[src/rtl/switcher_arb_pkg.sv]
// Shared constants and types for the switcher arbiter and its helpers.
package switcher_arb_pkg;
    localparam int NREQ    = 8;
    localparam int SEL_W   = $clog2(NREQ);
    localparam int BEATS_W = 8;

    typedef enum logic {
        IDLE = 1'b0,
        OWN  = 1'b1
    } state_t;
endpackage

[src/rtl/switcher_arb_rr_pick.sv]
// Combinational round-robin picker: first requester at or after prio, modulo N.
module rr_pick #(
    parameter int N = 8,
    parameter int W = $clog2(N)
) (
    input  logic [N-1:0] req,
    input  logic [W-1:0] prio,
    output logic [W-1:0] winner,
    output logic         valid
);
    logic [W-1:0] idx;

    always_comb begin
        winner = '0;
        valid  = 1'b0;
        idx    = '0;
        for (int k = 0; k < N; k++) begin
            idx = W'((int'(prio) + k) % N);
            if (!valid && req[idx]) begin
                winner = idx;
                valid  = 1'b1;
            end
        end
    end
endmodule

[src/rtl/switcher_arbiter.sv]
// Round-robin owner/burst sequencer driving the 8-way switcher select.
module switcher_arbiter
    import switcher_arb_pkg::*;
#(
    parameter int MAX_BURST = 16
) (
    input  logic               clk,
    input  logic               rst,
    input  logic [NREQ-1:0]    req,
    input  logic               ack,
    output logic [NREQ-1:0]    gnt,
    output logic [SEL_W-1:0]   sel,
    output logic               busy,
    output logic [BEATS_W-1:0] beats,
    output state_t             dbg_state,
    output logic [SEL_W-1:0]   dbg_prio
);
    state_t             state_q, state_d;
    logic [SEL_W-1:0]   prio;
    logic [SEL_W-1:0]   winner;
    logic               winner_valid;
    logic               beat;
    logic               release_own;

    rr_pick #(.N(NREQ), .W(SEL_W)) u_pick (
        .req    (req),
        .prio   (prio),
        .winner (winner),
        .valid  (winner_valid)
    );

    // A beat needs the owner still requesting; ACK alone does not count.
    assign beat        = (state_q == OWN) && ack && req[sel];
    assign release_own = (state_q == OWN) &&
                         (!req[sel] || (beat && beats == BEATS_W'(MAX_BURST - 1)));

    always_comb begin
        state_d = state_q;
        case (state_q)
            IDLE:    if (winner_valid) state_d = OWN;
            OWN:     if (release_own)  state_d = IDLE;
            default: state_d = IDLE;
        endcase
    end

    always_ff @(posedge clk or posedge rst) begin
        if (rst) begin
            state_q <= IDLE;
            gnt     <= '0;
            sel     <= '0;
            beats   <= '0;
            prio    <= '0;
        end else begin
            state_q <= state_d;
            if (state_q == IDLE) begin
                if (winner_valid) begin
                    gnt   <= NREQ'(1) << winner;
                    sel   <= winner;
                    beats <= '0;
                end
            end else if (release_own) begin
                // sel is left alone so the switcher path stays put between grants
                gnt   <= '0;
                prio  <= sel + SEL_W'(1);
                beats <= '0;
            end else if (beat) begin
                beats <= beats + BEATS_W'(1);
            end
        end
    end

    assign busy      = |gnt;
    assign dbg_state = state_q;
    assign dbg_prio  = prio;
endmodule

[config.mk]
export PLATFORM = sky130hd
export DESIGN_NAME = switcher_arbiter
export DESIGN_NICKNAME = d
export VERILOG_FILES = /design/src/rtl/switcher_arb_pkg.sv /design/src/rtl/switcher_arb_rr_pick.sv /design/src/rtl/switcher_arbiter.sv
export SDC_FILE = /design/constraint.sdc
export NUM_CORES = 1
export LEC_CHECK = 0
export ABC_AREA = 0
export CAP_MARGIN = 20
export CORE_MARGIN = 2
export CORE_UTILIZATION = 44
export CTS_BUF_LIST = sky130_fd_sc_hd__clkbuf_4 sky130_fd_sc_hd__clkbuf_8
export DETAILED_ROUTE_END_ITERATION = 16
export GPL_TIMING_DRIVEN = 0
export MAX_ROUTING_LAYER = met4
export PLACE_DENSITY = 0.69
export SKIP_CTS_REPAIR_TIMING = 1
export SYNTH_ARGS = -nofsm -noshare
export SYNTH_HDL_FRONTEND = slang
export SYNTH_SLANG_ARGS = --single-unit
[constraint.sdc]
create_clock -name clk -period 2.9 [get_ports clk]
set_clock_uncertainty 0.15 [all_clocks]
set_input_delay 0.29 -clock clk [delete_from_list [all_inputs] [get_ports clk]]
set_output_delay 0.29 -clock clk [all_outputs]
set_load 0.02 [all_outputs]
---- After elaboration in Yosys (flattened, before gate mapping) ----
Index checks and enable logic that the tools add are counted.
word-level totals
  flip-flop bits (word level) ............. 23
operators by class
  shift operators ......................... 1
  mux-type cells .......................... 44
  reduce and logical (&&, ||, !) cells .... 26
  $lt $le $gt $ge ......................... 9
  $add $sub $neg .......................... 9
  eq/ne operators ......................... 3
  bitwise logic cells ..................... 1
operator list
  cell                                                   number
  2-to-1 mux 8 bit                                       7
  < comparator 3 x 4 -> 1 bit, second input constant     9
  binary-select mux 1 bit (select 3 bit)                 9
  2-to-1 mux 3 bit                                       8
  2-to-1 mux 1 bit                                       19
  adder 3 bit, second input constant                     4
  logical AND 1 bit                                      11
  adder 8 x 1 -> 8 bit, second input constant            1
  equality test 8 x 4 -> 1 bit, second input constant    1
  logical NOT 1 bit                                      8
  AND reduction 2 bit                                    4
  OR reduction 8 bit                                     1
  left shift 1 x 3 -> 8 bit, first input constant        1
  adder 3 x 1 -> 3 bit, second input constant            2
  adder 3 x 2 -> 3 bit, second input constant            2
  inequality test 3 x 1 -> 1 bit, second input constant  1
  inequality test 2 x 1 -> 1 bit, second input constant  1
  case mux 1 bit (2 select lines)                        1
  nonzero test 2 bit                                     1
  logical OR 1 bit                                       1
  NOT 1 bit                                              1

---- Longest topological paths before layout ----
  depth in word-level cells ............... 27
  gate-level depth with buffers ........... 13

---- Cells and area by module ----
A second synthesis with hierarchy kept.
unflattened totals
  cells, all modules ...................... 234
  area, all modules ....................... 2296.0 µm²
modules (own cells, without submodules)
  module            cells an instance  area each (µm²)  times used
  switcher_arbiter  113                1214.9           1
  rr_pick           121                1081.0           1

---- Worst setup path before layout ----
No wires, ideal clock.
  path kind ............................... flip-flop to flip-flop
  start ................................... reg prio[0] (netlist: dbg_prio[0])
  end ..................................... reg gnt[5]
  path buffers ............................ 4
  path slack .............................. -361 ps
  stages on the path, launching flop included .. 14
  setup time .............................. 96 ps
  arrival time ............................ 3015 ps
  required time ........................... 2654 ps
  cell sequence ........................... dfrtp_1 -> buf_6 -> buf_8 -> inv_1 -> ha_1 -> buf_2 -> mux4_2 -> mux2i_4 -> nand3_4 -> nor4_4 -> nand2b_1 -> buf_2 -> nand2_1 -> o31ai_1
between the ends
  longest elaborated chain between the ends .. 27
  elaborated cells on any way between the ends .. 58
  classes of those cells .................. add/sub: 7; shift: 1; mux: 34; reduce/logical: 16
RTL lines
  item                                                           line                    text
  start: declaration                                             switcher_arbiter.sv:19  logic [SEL_W-1:0] prio;
  start signal: assignment                                       switcher_arbiter.sv:64  prio <= sel + SEL_W'(1);
  branches (longest 27 deep; another with adder 3 x 1 -> 3 bit)  n/a
  end signal: assignment                                         switcher_arbiter.sv:57  gnt <= NREQ'(1) << winner;
  end: declaration                                               switcher_arbiter.sv:11  output logic [NREQ-1:0] gnt,
Parallel ways; which one is timed is not known. The select of a mux whose other input is x is not followed.
A chain may end at the register's enable or synchronous reset.

---- Worst setup path in the final report ----
  start ................................... reg prio[1] (netlist: dbg_prio[1])
  end ..................................... reg gnt[5]
Same word-level chain as after synthesis.

==> flow_summary.toml <==
[yosys]
synth_cell_types = 59
async_reset_ff_share_pct = 100
netlist_instances = 201
syn-num-nets = 216
ys.flop_type = "dfrtp_1"
syn_avg_cell_area_um2 = 10.0
ys_seq_area_share_pct = 28.6
synth_edf_count = 0
synth_area_um2 = 2010
synth.ff_latch_count = 23
ys_warn_count = 0

[cells_and_area]
final_cell_mix = "clkdlybuf4s50_1 (34), buf_4 (27), nand2_1 (24), dfrtp_1 (21), nor2_1 (15)"
final_common_cell = "clkdlybuf4s50_1"
finalNetCount = 287
diodes = 0
n_fill_cell = 334
register_area_um2 = 578
multi_input_area_um2 = 1630
drive_gt1_share_pct = 38.4
area_growth_syn_to_layout_pct = 52.4

[status]
violations = "negative setup slack"
status = "complete, but fails checks"

[drt]
wirelength_mm = 5.64
wl_per_cell_um = 17.5
vias = 1951
drtIter0Drc = 128
routed_via_density = 6.04
ant_nets = 0
drcViolationCount = 0
first_pass_iters = 4

[clock_network]
max-clock-path-buffers = 2
clock_latency_ps = 280
cts.sinks = 23
root_buffer = "clkbuf_8"
cts_tree = "done"
cts_buffers = 3
cts_htree_levels = 1
clkTransAtPathRegs_ps = 90

[die]
rows = 24
die_width_um = 71.6
die_y_um = 71.6
io_pins = 35
die_area_um2 = 5130
core_um2 = 4380
initial_utilization_pct = 45.9

[setup_path]
path_max_fanout = 6
worst_ep_required_time_ps = 2930
cp-start-kind = "flip-flop"
reg2reg_depth = 11
crit_chain = "buf_8 -> clkinvlp_4 -> ha_4 -> mux4_2 -> mux2i_4 -> buf_6 -> or3_1 -> a21oi_1 -> a311oi_4 -> o32ai_4 -> o31ai_1"
max_stage_delay_ps = 600
critPathKind = "reg2reg"
worstPathArrival_ps = 3250
cp_slowest_cell = "mux4_2"
critPathCaptureType = "flip-flop"

[grt]
track_usage_pct = 20.4
grt_pass1_wl_mm = 8.16
antenna_found_initial = 0
grt_overflow = 0
grt_max_degree = 24
grt_pass1_vias = 1676

[place]
hpwl_mm = 3.53
gp_congestion = 0.828
io_buffers = 34

[timing]
fin_ws_ps = -327
drv_slew = 0
fmax_mhz = 310
rsz0062_at_grt = "true"
final.period_utilization_pct = 111
fin_crit_ps = 3230
worst_hold_slack_ps = 343
worst_pin_slew_ps = 868
final_hold_viol_count = 0
slew_headroom_pct = 42.1
setup_viol_count_final = 20

[worst_hold_path]
hold_class = "in2async"

[run]
maxCapViolations = 0
[worst max-delay path: cells and delay by family, from the launching register on]
family / cells / cell delay (ps)
flip-flops: 1 / 380
adder cells (fa/ha/maj): 1 / 330
AND/OR/NAND/NOR: 1 / 90
multiplexers: 2 / 860
AO/OA/AOI/OAI: 4 / 920
buffers and inverters: 3 / 400
[registers in the layout (all words and copies together), names as in the netlist]
signal / cells
beats: 8
dbg_state: 1
gnt: 8
sel: 3
dbg_prio: 3
[cell families after synthesis]
group | synth area share, %
flip-flops | 28.6
AND/OR/NAND/NOR | 18.5
XOR/XNOR | 4.73
buffers and inverters | 4.73
adder cells (fa/ha/maj) | 2.49
AO/OA/AOI/OAI | 17.7
multiplexers | 23.2
[synth_stat cells, types with 4 or more instances]
master | instances | area share [%]
ha_1 | 4 | 2.5
xnor2_1 | 7 | 3.0
o31ai_1 | 9 | 3.4
nand2b_1 | 4 | 1.2
nand2_1 | 25 | 4.7
mux2i_1 | 10 | 5.0
nor3_1 | 4 | 1.0
o21ai_0 | 7 | 1.7
mux4_2 | 12 | 13
nor2_1 | 17 | 3.2
dfrtp_1 | 23 | 29
inv_1 | 8 | 1.5
buf_2 | 4 | 1.0
a21oi_1 | 7 | 1.7
[area by class of cell]
class                   count  share of cell area [%]
inverters                   8                    1.35
clock buffers               3                    1.35
clock inverters             1                   0.163
well taps                  52                    2.12
flip-flops and latches     23                    18.9
multi-input cells         160                    53.2
repair buffers             67                    20.2
plain buffers               9                    2.78
[path summary, 6_finish.rpt]
check                      slack [ps]                 endpoint                     from
setup reg to reg                 -330       gnt[5]$_DFFE_PP0P_  dbg_prio[1]$_DFFE_PP0P_
max in group asynchronous        1650  dbg_prio[1]$_DFFE_PP0P_                      rst
hold reg to reg                   370       gnt[0]$_DFFE_PP0P_       gnt[0]$_DFFE_PP0P_
hold / removal                    340     beats[0]$_DFFE_PP0P_                      rst
min in group clk                  370       gnt[0]$_DFFE_PP0P_       gnt[0]$_DFFE_PP0P_
setup / recovery                 -330       gnt[5]$_DFFE_PP0P_  dbg_prio[1]$_DFFE_PP0P_
[metrics by stage]
| stage | instances | setup slack, ps | cell area, um^2 | setup TNS [ps] | utilization [%] |
|---|---|---|---|---|---|
| final | 323 | -327 | 3060 | -3600 | 69.9 |
| after global routing | 323 | -446 | 3060 | -5910 | 69.9 |
| after CTS | 291 | -493 | 2530 | -7220 | 57.8 |
| after detailed placement | 287 | -485 | 2490 | -6930 | 56.7 |
| after global placement | 287 | -457 | 2490 | -6780 | 56.7 |
| after floorplan | 201 | -183 | 2080 | -1780 | - |
[routing by layer]
metal	share of wire, %	GRT usage, %
met3	3.5	2.53
met4	2.1	3.77
met2	48	30.8
met1	46	30.1
met5	0	-
Power is left out: the tool's default activity adds up to more than one toggle a clock period on the data nets, which glitch-free logic cannot reach.
